===== config.mk =====
export PLATFORM = sky130hd
export DESIGN_NAME = rat_regfile
export DESIGN_NICKNAME = d
export VERILOG_FILES = /design/src/rtl/rat_regfile_pkg.sv /design/src/rtl/rat_regfile.sv
export SDC_FILE = /design/constraint.sdc
export NUM_CORES = 2
export LEC_CHECK = 0
export ABC_AREA = 1
export CAP_MARGIN = 20
export CORE_MARGIN = 2
export CORE_UTILIZATION = 47
export CTS_BUF_LIST = sky130_fd_sc_hd__clkbuf_4
export DETAILED_ROUTE_END_ITERATION = 8
export PLACE_DENSITY_LB_ADDON = 0.12
export SLEW_MARGIN = 20
export SYNTH_ARGS = -nofsm -noshare
export SYNTH_HDL_FRONTEND = slang
export SYNTH_SLANG_ARGS = --single-unit

===== constraint.sdc =====
create_clock -name clk -period 4.1 [get_ports clk]
set_input_delay 0.82 -clock clk [delete_from_list [all_inputs] [get_ports clk]]
set_output_delay 0.82 -clock clk [all_outputs]
set_load 0.05 [all_outputs]

===== src/rtl/rat_regfile_pkg.sv =====
// rat_regfile_pkg: shared ROB tag type and rename-table entry for the register file.
package rat_regfile_pkg;
  localparam int NUM_REGS = 32;
  localparam int ROB_DEPTH = 32;
  localparam int TAG_W = $clog2(ROB_DEPTH);
  typedef logic [TAG_W-1:0] rob_tag_t;
  typedef struct packed {
    logic busy;
    rob_tag_t tag;
  } rat_entry_t;
  typedef struct packed {
    logic [31:0] value;
    logic busy;
    rob_tag_t tag;
  } rd_res_t;
endpackage


===== src/rtl/rat_regfile.sv =====
// rat_regfile: architectural register file with busy/tag rename table and commit bypass.
module rat_regfile
  import rat_regfile_pkg::*;
(
  input  logic clk,
  input  logic rst,
  input  logic flush,
  input  logic disp_we,
  input  logic [4:0] disp_rd,
  input  logic [TAG_W-1:0] disp_tag,
  input  logic commit_we,
  input  logic [4:0] commit_rd,
  input  logic [31:0] commit_value,
  input  logic [TAG_W-1:0] commit_tag,
  input  logic [4:0] rs1_s,
  input  logic [4:0] rs2_s,
  output logic [31:0] rs1_v,
  output logic [31:0] rs2_v,
  output logic rs1_busy,
  output logic rs2_busy,
  output logic [TAG_W-1:0] rs1_tag,
  output logic [TAG_W-1:0] rs2_tag
);
  logic [31:0] data [NUM_REGS];
  rat_entry_t rat [NUM_REGS];
  rd_res_t r1, r2;
  function automatic rd_res_t rd_port(input logic [4:0] rs, input logic [31:0] d, input rat_entry_t e,
                                      input logic cwe, input logic [4:0] crd, input logic [31:0] cv,
                                      input rob_tag_t ct);
    rd_res_t r;
    r = '{value: d, busy: e.busy, tag: e.tag};
    if (cwe && crd == rs && crd != 5'd0 && ct == e.tag && e.busy) begin
      r.value = cv;
      r.busy = 1'b0;
    end
    return rs == 5'd0 ? '0 : r;
  endfunction
  always_comb begin
    r1 = rd_port(rs1_s, data[rs1_s], rat[rs1_s], commit_we, commit_rd, commit_value, commit_tag);
    r2 = rd_port(rs2_s, data[rs2_s], rat[rs2_s], commit_we, commit_rd, commit_value, commit_tag);
  end
  assign {rs1_v, rs1_busy, rs1_tag} = r1;
  assign {rs2_v, rs2_busy, rs2_tag} = r2;
  // Later assignments win: flush clears busy after commit, dispatch overrides commit's clear.
  always_ff @(posedge clk) begin
    if (rst) begin
      for (int i = 0; i < NUM_REGS; i++) begin
        data[i] <= '0;
        rat[i] <= '0;
      end
    end else begin
      if (commit_we && commit_rd != 5'd0) begin
        data[commit_rd] <= commit_value;
        if (rat[commit_rd].tag == commit_tag) rat[commit_rd].busy <= 1'b0;
      end
      if (flush) begin
        for (int i = 0; i < NUM_REGS; i++) rat[i].busy <= 1'b0;
      end else if (disp_we && disp_rd != 5'd0) begin
        rat[disp_rd] <= '{busy: 1'b1, tag: disp_tag};
      end
    end
  end
endmodule


### After elaboration in Yosys (flattened, before gate mapping)

Memories as Yosys holds them, arrays and structs flattened.
Cells that the tools add are included.

| cells by class | value |
|---|---|
| shift operators | 0 |
| bitwise operators | 218 |
| equality and inequality tests | 36 |
| muxes and demuxes | 61 |
| order comparisons | 0 |
| add/sub/neg operators | 0 |
| multiply operators | 0 |
| div/mod/pow operators | 0 |
| reductions and logical operators | 17 |

Operator list:

| kind | number |
|---|---|
| 5-bit equality test, second input constant | 31 |
| 1-bit bitwise AND | 92 |
| 38-bit two-way mux | 2 |
| 33-bit two-way mux | 2 |
| 1-bit NOT | 62 |
| 1-bit two-way mux | 49 |
| 32-bit two-way mux | 1 |
| 1-bit OR | 32 |
| 32-bit OR reduction | 1 |
| 1-bit bitwise AND, second input constant | 31 |
| 5-bit equality test | 5 |
| 5-bit two-way mux | 3 |
| 6-bit two-way mux | 2 |
| 6-bit OR reduction | 2 |
| 1-bit logical AND | 10 |
| 5-bit zero test | 2 |
| 5-bit nonzero test | 2 |
| 2-bit two-way mux | 2 |
| 1-bit bitwise AND, first input constant | 1 |

| word-level totals | value |
|---|---|
| bits in read-only memories | 0 |
| memories kept | 2 |
| flip-flop bits (word level) | 0 |
| word-level logic and storage cells | 334 |
| RAM bits | 1,216 |
| input port bits | 67 |
| output and inout bits | 76 |
| bits in latches | 0 |

Memory list:

| memory | words | width | read ports | clocked after Yosys merged registers in | write ports | line | text |
|---|---|---|---|---|---|---|---|
| data | 32 | 32 | 2 | 0 | 32 | rat_regfile.sv:24 | `logic [31:0] data [NUM_REGS];` |
| rat | 32 | 6 | 3 | 0 | 32 | rat_regfile.sv:25 | `rat_entry_t rat [NUM_REGS];` |

### Depth between registers and ports, before layout

An unclocked memory read counts as a cell.

| depth | value |
|---|---|
| word-level depth | 39 |
| mapped depth | 20 |
| depth with buffers taken out | 16 |

### Least setup slack after synthesis

Ideal clock, no wire load.

| timing path | value |
|---|---|
| kind | input to output |
| start | input rs1_s[2] |
| end | output rs1_v[0] |
| data required time | 3.280 ns |
| buffers on the path | 3 |
| data arrival time | 2.987 ns |
| slack | 0.293 ns |
| cell stages on the path | 16 |
| cell sequence | buf_2 > inv_1 > clkbuf_1 > nand3_1 > nand2_1 > nand2_1 > nand3_1 > nand2_1 > nand2_1 > nand2_1 > nor2_2 > nand3_2 > nor2_4 > buf_6 > nor2_1 > nor2_1 |

| on the way | value |
|---|---|
| longest elaborated chain between the ends | 7 |
| elaborated cells on any way between the ends | 11 |
| classes of those cells | eq/ne (2); mux (2); reduce/logical (5); memory (2) |

Ends and longest elaborated chain:

| element | line | text |
|---|---|---|
| start, declared | rat_regfile.sv:15 | `input logic [4:0] rs1_s,` |
| branches (longest 6 deep; another with memory read 32 x 6 bit) | - |  |
| 38-bit two-way mux * | rat_regfile.sv:36 | `return rs == 5'd0 ? '0 : r;` |
| end, declared | rat_regfile.sv:17 | `output logic [31:0] rs1_v,` |

Every way passes the cells marked *.

==> impl_metrics.csv <==
group,metric,value,unit
cts,cts_made_buffers,352,
floorplan,rows,140,
worst_setup_path,r2r_slack,1480,ps
final_layout,final_core_util,0.571,
power_and_ir_drop,total_power,32500,uW
yosys,ys_seq_area_frac,0.524,
placed_design,io_buffers,142,
floorplan,dieArea,150000,um^2
grt,track_usage,0.390,
floorplan,die_x,387,um
sta,fmax,214,MHz
sta,fin_crit_sh,1.14,
yosys,syn_inst,8544,
detailed_routing,routed_wl,301000,um
yosys,synth.largest_area_cell,"edfxtp_1",
yosys,synthDistinctLibCells,44,
detailed_routing,vias,70210,
cts,clk_path_buf_depth,4,
cts,tritoncts,"yes",
floorplan,io_pins,143,
worst_setup_path,cp-startpoint,"rat[27][2]$_SDFFCE_PN0P_",
worst_setup_path,start_kind,"register",
yosys,yosysWarningCount,0,
sta,slew_headroom,0.195,
floorplan,fp.dieH,387,um
sta,slew_viol_final,0,
cts,worst_skew_pair.late_latency,1370,ps
detailed_routing,drcViolationCount,0,
power_and_ir_drop,p_per_area,390,nW/um^2
final_layout,nets,9022,
run_status,violations,"setup timing",
worst_setup_path,timing.rr.start,"rat[28][1]$_SDFFCE_PN0P_",
yosys,synth_area_per_cell,8.08,um^2
sta,fin_setup_tns,-31950,ps
yosys,synth-seq-cells,1216,
yosys,syn_area,69000,um^2
sta,fin_crit,4680,ps
cts,cts_hold_buf,0,
detailed_routing,vias_per_cell,6.31,
power_and_ir_drop,vdd_ir_drop_max,0.235,mV
grt,grt_pass1_vias,65996,
grt,antenna_found_initial,8,
detailed_routing,drtAntennaViolNets,0,
worst_setup_path,crit_type,"register to output port",
worst_setup_path,ff2ff_path_depth,12,
sta,layout_setup_ws,-583,ps
grt,grt_first_pass_wirelength,435000,um
placed_design,hpwl,189000,um
placed_design,place_congestion,0.992,
yosys,netlist_top_cells_area,"edfxtp_1, nand2_1, a21oi_1",
sta,tightest_slew,1200,ps
grt,grt.overflow.total,0,
flow_run,maxCapViolCount,0,
final_layout,drive_above_1_share,0.181,
yosys,synth_top_flop_cell,"edfxtp_1",
sta,hold_viol_final,0,
detailed_routing,first_iter_violations,11492,
grt,grt_max_degree,95,
cts,cts_sinks,1216,
cts,htreeDepth,5,
hold_path,hold_class,"input pin to register",
floorplan,start_util,0.474,
yosys,synth_edf_count,1184,
worst_setup_path,arrival,3860,ps
detailed_routing,first_pass_iters,8,
yosys,yosysTopAreaCellShare,0.515,
floorplan,core_area,146000,um^2
worst_setup_path,required,3280,ps
yosys,synthArstFlopShare,0,
sta,setup_viol,66,
cts,root_buffer,"clkbuf_4",
sta,rsz0062_at_grt,"true",
detailed_routing,wl_per_cell,27.1,um
worst_setup_path,end_kind,"output port",
final_layout,area_growth,20.6,%
worst_setup_path,worst_r2r_endpoint,"rat[11][5]$_SDFFE_PP1P_",
sta,clock_skew,106,ps
run_status,run_status,"finished with violations",
cts,clkTransAtPathRegs,80,ps
power_and_ir_drop,leakagePower,0.0337,uW
worst_setup_path,crit_path_end,"rs1_v[30]",
worst_setup_path,path_max_fanout,2,
==> worst max-delay path, stage by stage (launching register included) <==
cell,delay [ps]
edfxtp_1,430
a21oi_2,150
o21ai_2,90
nand3_1,90
nand2_2,70
nand2_1,70
nand3_2,100
buf_6,140
nand3_4,70
nand2_4,60
nor2_4,140
buf_6,110
buf_6,70
nand4_1,280
nand2_4,260
nand2_4,90
nor2_4,100
buf_8,150
==> flip-flops by register name, indices dropped and copies added (netlist names) <==
register,count
data,1024
rat,192
==> power by group <==
group / total [uW] / switching, uW / internal (uW)
registers: 14700 / 373 / 14300
logic: 6420 / 4290 / 2140
clock network: 11400 / 5510 / 5890
==> stage by stage <==
stage	cells	hold slack [ps]	worst slack (ps)	cell area (um^2)
global placement	10466	460	-533	76800
global route	11117	224	-700	83300
CTS	11101	147	-648	82900
finish	11119	264	-583	83300
floorplan	8580	418	293	69200
detailed placement	10466	463	-489	76800
==> area by class of cell <==
class | instances | area [um^2]
Fill cell | 13211 | 62500
Clock inverter | 76 | 374
Inverter | 337 | 1320
Timing Repair Buffer | 816 | 9360
Antenna cell | 9 | 22.5
Sequential cell | 1216 | 36200
Multi-Input combinational cell | 6232 | 29700
Tap cell | 1917 | 2400
Clock buffer | 516 | 3870
==> cells in the mapped netlist, types with 5 or more instances <==
| library cell | count |
|---|---|
| o211ai_1 | 8 |
| o21ai_0 | 428 |
| a32oi_1 | 22 |
| nand2_1 | 2082 |
| a221oi_1 | 115 |
| a21oi_1 | 1276 |
| o22ai_1 | 10 |
| buf_1 | 46 |
| nor2_1 | 1393 |
| edfxtp_1 | 1184 |
| dfxtp_1 | 32 |
| a211oi_1 | 58 |
| buf_4 | 35 |
| nor2_2 | 32 |
| nand3_1 | 479 |
| a21o_1 | 5 |
| a22oi_1 | 59 |
| a31oi_1 | 11 |
| clkbuf_1 | 452 |
| o21ai_1 | 12 |
| inv_2 | 8 |
| o31ai_1 | 71 |
| nor3_1 | 10 |
| buf_6 | 22 |
| nand4_1 | 99 |
| inv_1 | 325 |
| buf_2 | 240 |
==> kinds of logic (layout without fill, tap and decap cells) <==
kind of cell | count (synthesis) | in the layout | share of synthesized area
AOI/OAI and AO/OA | 2080 | 2080 | 0.166
xor gates and xnor gates | 3 | 3 | 0.000490
buffers and inverters | 1132 | 1745 | 0.0703
DFF | 1216 | 1216 | 0.524
other | 1 | 46 | 0.0000543
and+or+nand+nor | 4112 | 4112 | 0.239
==> cells in the final DEF, fill, tap and decap left out, types with 31 or more instances in the layout <==
cell,instances
nand2_2,127
nor2_4,102
nor2_1,1288
nand2_1,1931
a221oi_1,115
clkbuf_4,516
conb_1,37
buf_12,221
nand4_1,99
a21oi_1,1272
inv_1,313
o31ai_1,63
a22oi_1,59
dfxtp_1,32
clkdlybuf4s50_1,57
nand3_1,441
buf_4,495
a211oi_1,58
clkinv_1,62
o21ai_0,426
edfxtp_1,1184
nand3_2,31
nor2_2,39
==> layer usage <==
| layer | share of wire | vias up | track usage |
|---|---|---|---|
| met5 | 0.000076 | - | 0 |
| met2 | 0.42 | 5671 | 0.571 |
| met1 | 0.38 | 33237 | 0.528 |
| li1 | - | 30249 | - |
| met4 | 0.049 | 4 | 0.174 |
| met3 | 0.15 | 1049 | 0.124 |
==> worst min-delay path by stage <==
| stage | to | cells past startpoint | slack, ps | start |
|---|---|---|---|---|
| 2_1_floorplan | rat[0][5]$_SDFFE_PP1P_ | 2 | 420 | rat[0][5]$_SDFFE_PP1P_ |
| 5_1_grt | data[10][3]$_SDFFCE_PN0P_ | 4 | 220 | rst |
| 3_5_place_dp | rat[0][5]$_SDFFE_PP1P_ | 2 | 460 | rat[0][5]$_SDFFE_PP1P_ |
| 3_3_place_gp | rat[0][5]$_SDFFE_PP1P_ | 2 | 460 | rat[0][5]$_SDFFE_PP1P_ |
| 4_1_cts | data[10][3]$_SDFFCE_PN0P_ | 4 | 150 | rst |
| 6_report | data[10][14]$_SDFFCE_PN0P_ | 4 | 260 | rst |
==> repair_timing <==
item,in CTS,in global routing
setup buffers,43,14
pin swaps,90,76
resized for setup,357,82
gates cloned,7,1
setup endpoints to repair,66,66
No activity file was read; power rests on OpenSTA's default activity.
